<file path="src/rtl/touch_screen_clk_pkg.sv">
// Shared definitions for the touch-screen fabric clock/reset generator:
// sequencer state encoding, lock-loss counter sizing and a counter-width helper.
package touch_screen_clk_pkg;

  typedef enum logic [1:0] {
    SEQ_RST       = 2'b00,
    SEQ_WAIT_LOCK = 2'b01,
    SEQ_STRETCH   = 2'b10,
    SEQ_RUN       = 2'b11
  } seq_state_e;

  localparam int unsigned             LOCK_CNT_W   = 8;
  localparam logic [LOCK_CNT_W-1:0]   LOCK_CNT_MAX = 8'd255;

  // Bits needed to hold 0..n-1; never less than one bit.
  function automatic int unsigned cnt_width(input int unsigned n);
    return (n <= 1) ? 1 : $clog2(n);
  endfunction

endpackage

</file>
<file path="src/rtl/touch_screen_sync2.sv">
// Two-flop synchronizer with asynchronous active-low reset to 0.
module touch_screen_sync2 (
  input  logic i_clk,
  input  logic i_rst_n,
  input  logic i_d,
  output logic o_q
);

  logic [1:0] r_sync_q;

  // Shift the asynchronous input through two flops.
  always_ff @(posedge i_clk or negedge i_rst_n) begin
    if (!i_rst_n) begin
      r_sync_q <= 2'b00;
    end else begin
      r_sync_q <= {r_sync_q[0], i_d};
    end
  end

  assign o_q = r_sync_q[1];

endmodule

</file>
<file path="src/rtl/touch_screen_fab_clk_rst_gen.sv">
// Fabric clock/reset generator for the touch-screen block: qualifies the CCC lock,
// sequences FAB_RESET_N, produces SAMPLE_TICK/SLOW_TICK and counts lock losses.
// Build option: TOUCH_SCREEN_LOCK_BYPASS_EN ignores FAB_LOCK (treated as always locked).
module touch_screen_fab_clk_rst_gen
  import touch_screen_clk_pkg::*;
#(
  parameter int unsigned LOCK_FILT   = 4,
  parameter int unsigned RST_STRETCH = 16,
  parameter int unsigned TICK_DIV    = 1000,
  parameter int unsigned SLOW_DIV    = 100
) (
  input  logic                  FAB_CLK,
  input  logic                  MSS_RESET_N,
  input  logic                  FAB_LOCK,
  input  logic                  SW_RESET_REQ,
  output logic                  FAB_RESET_N,
  output logic                  CLK_READY,
  output logic                  SAMPLE_TICK,
  output logic                  SLOW_TICK,
  output logic [LOCK_CNT_W-1:0] LOCK_LOST_CNT,
  output logic [1:0]            SEQ_STATE
);

  localparam int unsigned FILT_W = cnt_width(LOCK_FILT);
  localparam int unsigned STR_W  = cnt_width(RST_STRETCH);
  localparam int unsigned TICK_W = cnt_width(TICK_DIV);
  localparam int unsigned SLOW_W = cnt_width(SLOW_DIV);

  localparam logic [FILT_W-1:0] FILT_LAST = FILT_W'(LOCK_FILT - 1);
  localparam logic [STR_W-1:0]  STR_LAST  = STR_W'(RST_STRETCH - 1);
  localparam logic [TICK_W-1:0] TICK_LAST = TICK_W'(TICK_DIV - 1);
  localparam logic [SLOW_W-1:0] SLOW_LAST = SLOW_W'(SLOW_DIV - 1);

  logic w_rst_sync;
  logic w_lock_s;

  // Reset release is synchronized; the sequencer leaves RST only once it is seen.
  touch_screen_sync2 u_rst_sync (
    .i_clk   (FAB_CLK),
    .i_rst_n (MSS_RESET_N),
    .i_d     (1'b1),
    .o_q     (w_rst_sync)
  );

`ifdef TOUCH_SCREEN_LOCK_BYPASS_EN
  // PLL bypassed: FAB_LOCK is tied low on these builds, so treat the clock as locked.
  logic w_unused_lock;
  assign w_unused_lock = FAB_LOCK;
  assign w_lock_s      = 1'b1;
`else
  touch_screen_sync2 u_lock_sync (
    .i_clk   (FAB_CLK),
    .i_rst_n (MSS_RESET_N),
    .i_d     (FAB_LOCK),
    .o_q     (w_lock_s)
  );
`endif

  seq_state_e            r_state_q, w_state_d;
  logic [FILT_W-1:0]     r_filt_q, w_filt_d;
  logic [STR_W-1:0]      r_str_q, w_str_d;
  logic [TICK_W-1:0]     r_tick_q, w_tick_d;
  logic [SLOW_W-1:0]     r_slow_q, w_slow_d;
  logic [LOCK_CNT_W-1:0] r_lost_q, w_lost_d;
  logic                  r_run_q;
  logic                  r_sample_q;
  logic                  r_slow_tick_q;
  logic                  w_stay_run;
  logic                  w_tick_wrap;
  logic                  w_slow_wrap;

  // Sequencer next state, filter/stretch counters and lock-loss count.
  always_comb begin
    w_state_d = r_state_q;
    w_filt_d  = '0;
    w_str_d   = '0;
    w_lost_d  = r_lost_q;
    case (r_state_q)
      SEQ_RST: begin
        if (w_rst_sync) w_state_d = SEQ_WAIT_LOCK;
      end
      SEQ_WAIT_LOCK: begin
        // Any low lock_s cycle leaves the filter at 0.
        if (w_lock_s) begin
          if (r_filt_q == FILT_LAST) w_state_d = SEQ_STRETCH;
          else                       w_filt_d  = r_filt_q + 1'b1;
        end
      end
      SEQ_STRETCH: begin
        if (!w_lock_s)                  w_state_d = SEQ_WAIT_LOCK;
        else if (r_str_q == STR_LAST)   w_state_d = SEQ_RUN;
        else                            w_str_d   = r_str_q + 1'b1;
      end
      SEQ_RUN: begin
        // Lock loss takes priority over a software re-sequence request.
        if (!w_lock_s) begin
          w_state_d = SEQ_WAIT_LOCK;
          if (r_lost_q != LOCK_CNT_MAX) w_lost_d = r_lost_q + 1'b1;
        end else if (SW_RESET_REQ) begin
          w_state_d = SEQ_STRETCH;
        end
      end
      default: w_state_d = SEQ_RST;
    endcase
  end

  // Ticks only advance while RUN is held across the edge; otherwise counters clear.
  assign w_stay_run  = (r_state_q == SEQ_RUN) && (w_state_d == SEQ_RUN);
  assign w_tick_wrap = w_stay_run && (r_tick_q == TICK_LAST);
  assign w_slow_wrap = w_tick_wrap && (r_slow_q == SLOW_LAST);

  // Timebase counter next values.
  always_comb begin
    w_tick_d = '0;
    w_slow_d = '0;
    if (w_stay_run) begin
      w_tick_d = w_tick_wrap ? '0 : r_tick_q + 1'b1;
      w_slow_d = r_slow_q;
      if (w_tick_wrap) w_slow_d = w_slow_wrap ? '0 : r_slow_q + 1'b1;
    end
  end

  // State and output registers; all outputs come straight from flops.
  always_ff @(posedge FAB_CLK or negedge MSS_RESET_N) begin
    if (!MSS_RESET_N) begin
      r_state_q     <= SEQ_RST;
      r_filt_q      <= '0;
      r_str_q       <= '0;
      r_tick_q      <= '0;
      r_slow_q      <= '0;
      r_lost_q      <= '0;
      r_run_q       <= 1'b0;
      r_sample_q    <= 1'b0;
      r_slow_tick_q <= 1'b0;
    end else begin
      r_state_q     <= w_state_d;
      r_filt_q      <= w_filt_d;
      r_str_q       <= w_str_d;
      r_tick_q      <= w_tick_d;
      r_slow_q      <= w_slow_d;
      r_lost_q      <= w_lost_d;
      r_run_q       <= (w_state_d == SEQ_RUN);
      r_sample_q    <= w_tick_wrap;
      r_slow_tick_q <= w_slow_wrap;
    end
  end

  assign FAB_RESET_N   = r_run_q;
  assign CLK_READY     = r_run_q;
  assign SAMPLE_TICK   = r_sample_q;
  assign SLOW_TICK     = r_slow_tick_q;
  assign LOCK_LOST_CNT = r_lost_q;
  assign SEQ_STATE     = r_state_q;

endmodule

</file>
<file path="config.mk">
export PLATFORM = sky130hd
export DESIGN_NAME = touch_screen_fab_clk_rst_gen
export DESIGN_NICKNAME = d
export VERILOG_FILES = /design/src/rtl/touch_screen_clk_pkg.sv /design/src/rtl/touch_screen_sync2.sv /design/src/rtl/touch_screen_fab_clk_rst_gen.sv
export SDC_FILE = /design/constraint.sdc
export NUM_CORES = 1
export LEC_CHECK = 0
export ABC_AREA = 0
export BUFFER_PORTS_ARGS = -buffer_cell sky130_fd_sc_hd__buf_2
export CAP_MARGIN = 20
export CELL_PAD_IN_SITES_DETAIL_PLACEMENT = 0
export CELL_PAD_IN_SITES_GLOBAL_PLACEMENT = 1
export CORE_MARGIN = 2
export CORE_UTILIZATION = 48
export CTS_BUF_LIST = sky130_fd_sc_hd__clkbuf_8
export DETAILED_ROUTE_END_ITERATION = 10
export PLACE_DENSITY_LB_ADDON = 0.1
export SYNTH_ARGS = -nofsm -noshare
export SYNTH_HDL_FRONTEND = slang
export SYNTH_SLANG_ARGS = --single-unit
export TNS_END_PERCENT = 30
</file>
<file path="constraint.sdc">
create_clock -name FAB_CLK -period 2.4 [get_ports FAB_CLK]
set_input_delay 0.48 -clock FAB_CLK [delete_from_list [all_inputs] [get_ports FAB_CLK]]
set_output_delay 0.48 -clock FAB_CLK [all_outputs]
set_load 0.05 [all_outputs]
</file>
==> metrics.txt <==
Slowest cell on crit path=or4_1; Crit path required time=2610 ps; largest net degree at the start of global routing=41; number of CTS-inserted buffers=5; share of the synthesized area in the top cell type=55.7%; full die area=4250 µm²; CTS max path bufs=2; H-tree depth=2; Critical Path Source=r_tick_q[3]$_DFF_PN0_; Die Ht=65.2 µm; gpl congestion=0.751; DR vias=1286; first-pass GRT wire length=5.62 mm; via density per instance=5.43; R2R setup slack=470 ps; CORE AREA=3630 µm²; area delta synth->final=10.9%; Die W=65.2 µm; Mapped Avg Cell Area=10.6 µm²; Sum Neg Setup Slack=0 ps; relative slew slack=42.5%; antenna viol nets, final=0; Worst Setup End Kind=register; initial antenna violation count=0; reg2reg start=r_tick_q[3]$_DFF_PN0_; Tightest Pin Transition=862 ps; Hold Vio Cnt, Final=0; Syn Inst Count=169; Leakage=0.000900 µW; WL per Instance=13.0 µm; dominant cell type by area after synthesis=dfrtp_1; DP HPWL=2.10 mm; slowest stage delay, CP=480 ps; worst path buffer plus inverter count=0; #FFs+latches synth=40; worst path arrival time=2140 ps; Worst-path clk slew=70 ps; crit start category=register; Tot GR Track Use=17.3%; unrepaired setup endpoints after global routing=false; Port Buffers=17; maximum achievable frequency=518 MHz; Period minus WS final=1930 ps; Synthesized Nets=178; Yosys cell types=39; crit path kind=reg -> reg; period utilization=80.4%; pwr/cell area=720 nW/µm²; layout net count=198; Post-route DRC=0; vias in the first global route=1268; post-CTS setup buffer count=0; Hold Crit Class=in -> async; YS warnings=0; worst setup path end=r_slow_q[2]$_DFFE_PN0P_; Hold Buf Count CTS=0; layout cells sized above 1=14.8%; clock sinks=40; Setup-failing EPs final=0; Detailed Routing Iterations Pass 1=4; Starting Density=49.5%; sequential-to-total area share from yosys stat=55.7%; final wirelength=3.07 mm; Initial DRC Count=152; Crit path depth=4; Max rail drop VDD=405 µV; WHS=297 ps; reg-to-reg endpoint=r_slow_q[2]$_DFFE_PN0P_; CP max FO=13; # resized after CTS=0; ranking of synthesized cells by area=dfrtp_1 56%, xnor2_1 4.9%, nor2_1 4.0%; gr ovfl total=0; CTS root buffer=clkbuf_8; worst clock skew=6.34 ps; # Max-Cap Violations=0; fin. max-slew vios=0; row cnt=22; Critical Path, Cell by Cell=or3b_1 -> or3_4 -> or4_1 -> a21oi_1; IO Pins=18; CTS tree=built; Reg2Reg Depth=4; clock latency on the worst-skew pair=290 ps; status=completed; Ant. Diodes=0; Netlist Area Pre-Place=1800 µm²; CP delay by family, top=simple AND/OR/NAND/NOR gates
[routing by layer]
layer,global-route usage [%],up-vias,part of all wire [%]
met2,26.4,35,47
li1,-,625,-
met3,5.48,7,5.4
met5,0,-,0
met1,22.8,619,46
met4,7.03,0,1.7
[power by group]
group / total, µW / internal (µW) / switching (µW)
clock: 405 / 193 / 212
combinational: 253 / 72.4 / 180
sequential: 778 / 723 / 54.6
total: 1440 / 989 / 447
[cells in the final DEF (no fill, tap or decap), drive strengths merged, types with 3 or more instances in the layout]
master  Yosys  routed
dfrtp      40      40
nor2       19      19
buf         2      17
nand2      16      16
xnor2      10      10
nand3       9       9
a21oi       7       7
nor3        7       7
xor2        7       7
o21ai       5       5
ha          5       5
clkbuf      2       5
inv         3       4
nand4       4       4
and3        3       3
or4         3       3
[Yosys cell counts]
cell type	instances
o2111ai_1	1
nor4bb_1	1
buf_6	1
nand4_1	4
or3_4	1
xnor2_1	10
inv_1	3
or4_2	1
mux2i_1	1
nor2b_1	2
a32oi_1	1
o2111a_1	1
nand2_1	16
or3b_1	2
a31oi_1	2
conb_1	1
and3_2	1
a311oi_1	1
nor3b_1	2
o21ai_0	5
ha_1	5
or3_1	1
buf_4	1
clkbuf_1	2
o22a_1	1
nor3_1	7
a21o_1	1
dfrtp_1	40
and2_1	1
xor2_1	7
or2_2	2
or4_1	2
nand2b_1	2
a21oi_1	7
nand3_1	9
nor2_1	19
nor4_1	2
and3_1	2
nand4bb_1	1
[flip-flops by register name, indices dropped and copies added, names as in the netlist]
name	count
r_filt_q	2
r_str_q	4
r_tick_q	10
r_slow_q	7
u_rst_sync.r_sync_q	2
SAMPLE_TICK	1
SLOW_TICK	1
SEQ_STATE	2
u_lock_sync.r_sync_q	2
CLK_READY	1
LOCK_LOST_CNT	8
[metrics by stage]
step	cells	setup slack [ps]	cell area, µm²	power, µW	util (%)
finish	237	470	1990	1440	54.9
global route	237	353	1990	1530	54.9
CTS	237	467	1990	1460	54.9
detailed placement	230	479	1920	1040	52.8
global placement	230	508	1920	1040	52.8
floorplan	169	499	1800	974	-
[layout make-up]
class	count	area, µm²
well taps	48	60.1
flip-flops and latches	40	1000
repair buffers	17	85.1
clock inverters	2	8.76
clock buffers	5	68.8
inverters	3	11.3
fillers	334	1640
multi-input cells	122	759
[cells by family (layout without fill, tap and decap cells)]
logic type / count (synthesis) / in the layout / synth area share, %
AND/OR/NAND/NOR: 78 / 78 / 22.7
flip-flops: 40 / 40 / 55.7
adder cells (fa/ha/maj): 5 / 5 / 3.48
multiplexers: 1 / 1 / 0.557
other: 1 / 1 / 0.209
AO/OA/AOI/OAI: 20 / 20 / 7.03
buffers and inverters: 7 / 27 / 2.09
XOR/XNOR: 17 / 17 / 8.28
[how the worst min path moves through the flow]
| stage | startpoint | end | cells past startpoint |
|---|---|---|---|
| 6_report | MSS_RESET_N | r_slow_q[3]$_DFFE_PN0P_ | 1 |
| 5_1_grt | FAB_LOCK | u_lock_sync.r_sync_q[0]$_DFF_PN0_ | 1 |
| 4_1_cts | FAB_LOCK | u_lock_sync.r_sync_q[0]$_DFF_PN0_ | 1 |
| 3_5_place_dp | u_rst_sync.r_sync_q[0]$_DFF_PN0_ | u_rst_sync.r_sync_q[1]$_DFF_PN0_ | 0 |
| 3_3_place_gp | u_rst_sync.r_sync_q[0]$_DFF_PN0_ | u_rst_sync.r_sync_q[1]$_DFF_PN0_ | 0 |
| 2_1_floorplan | MSS_RESET_N | CLK_READY$_DFF_PN0_ | 0 |
Power figures use the tool's default switching activity.
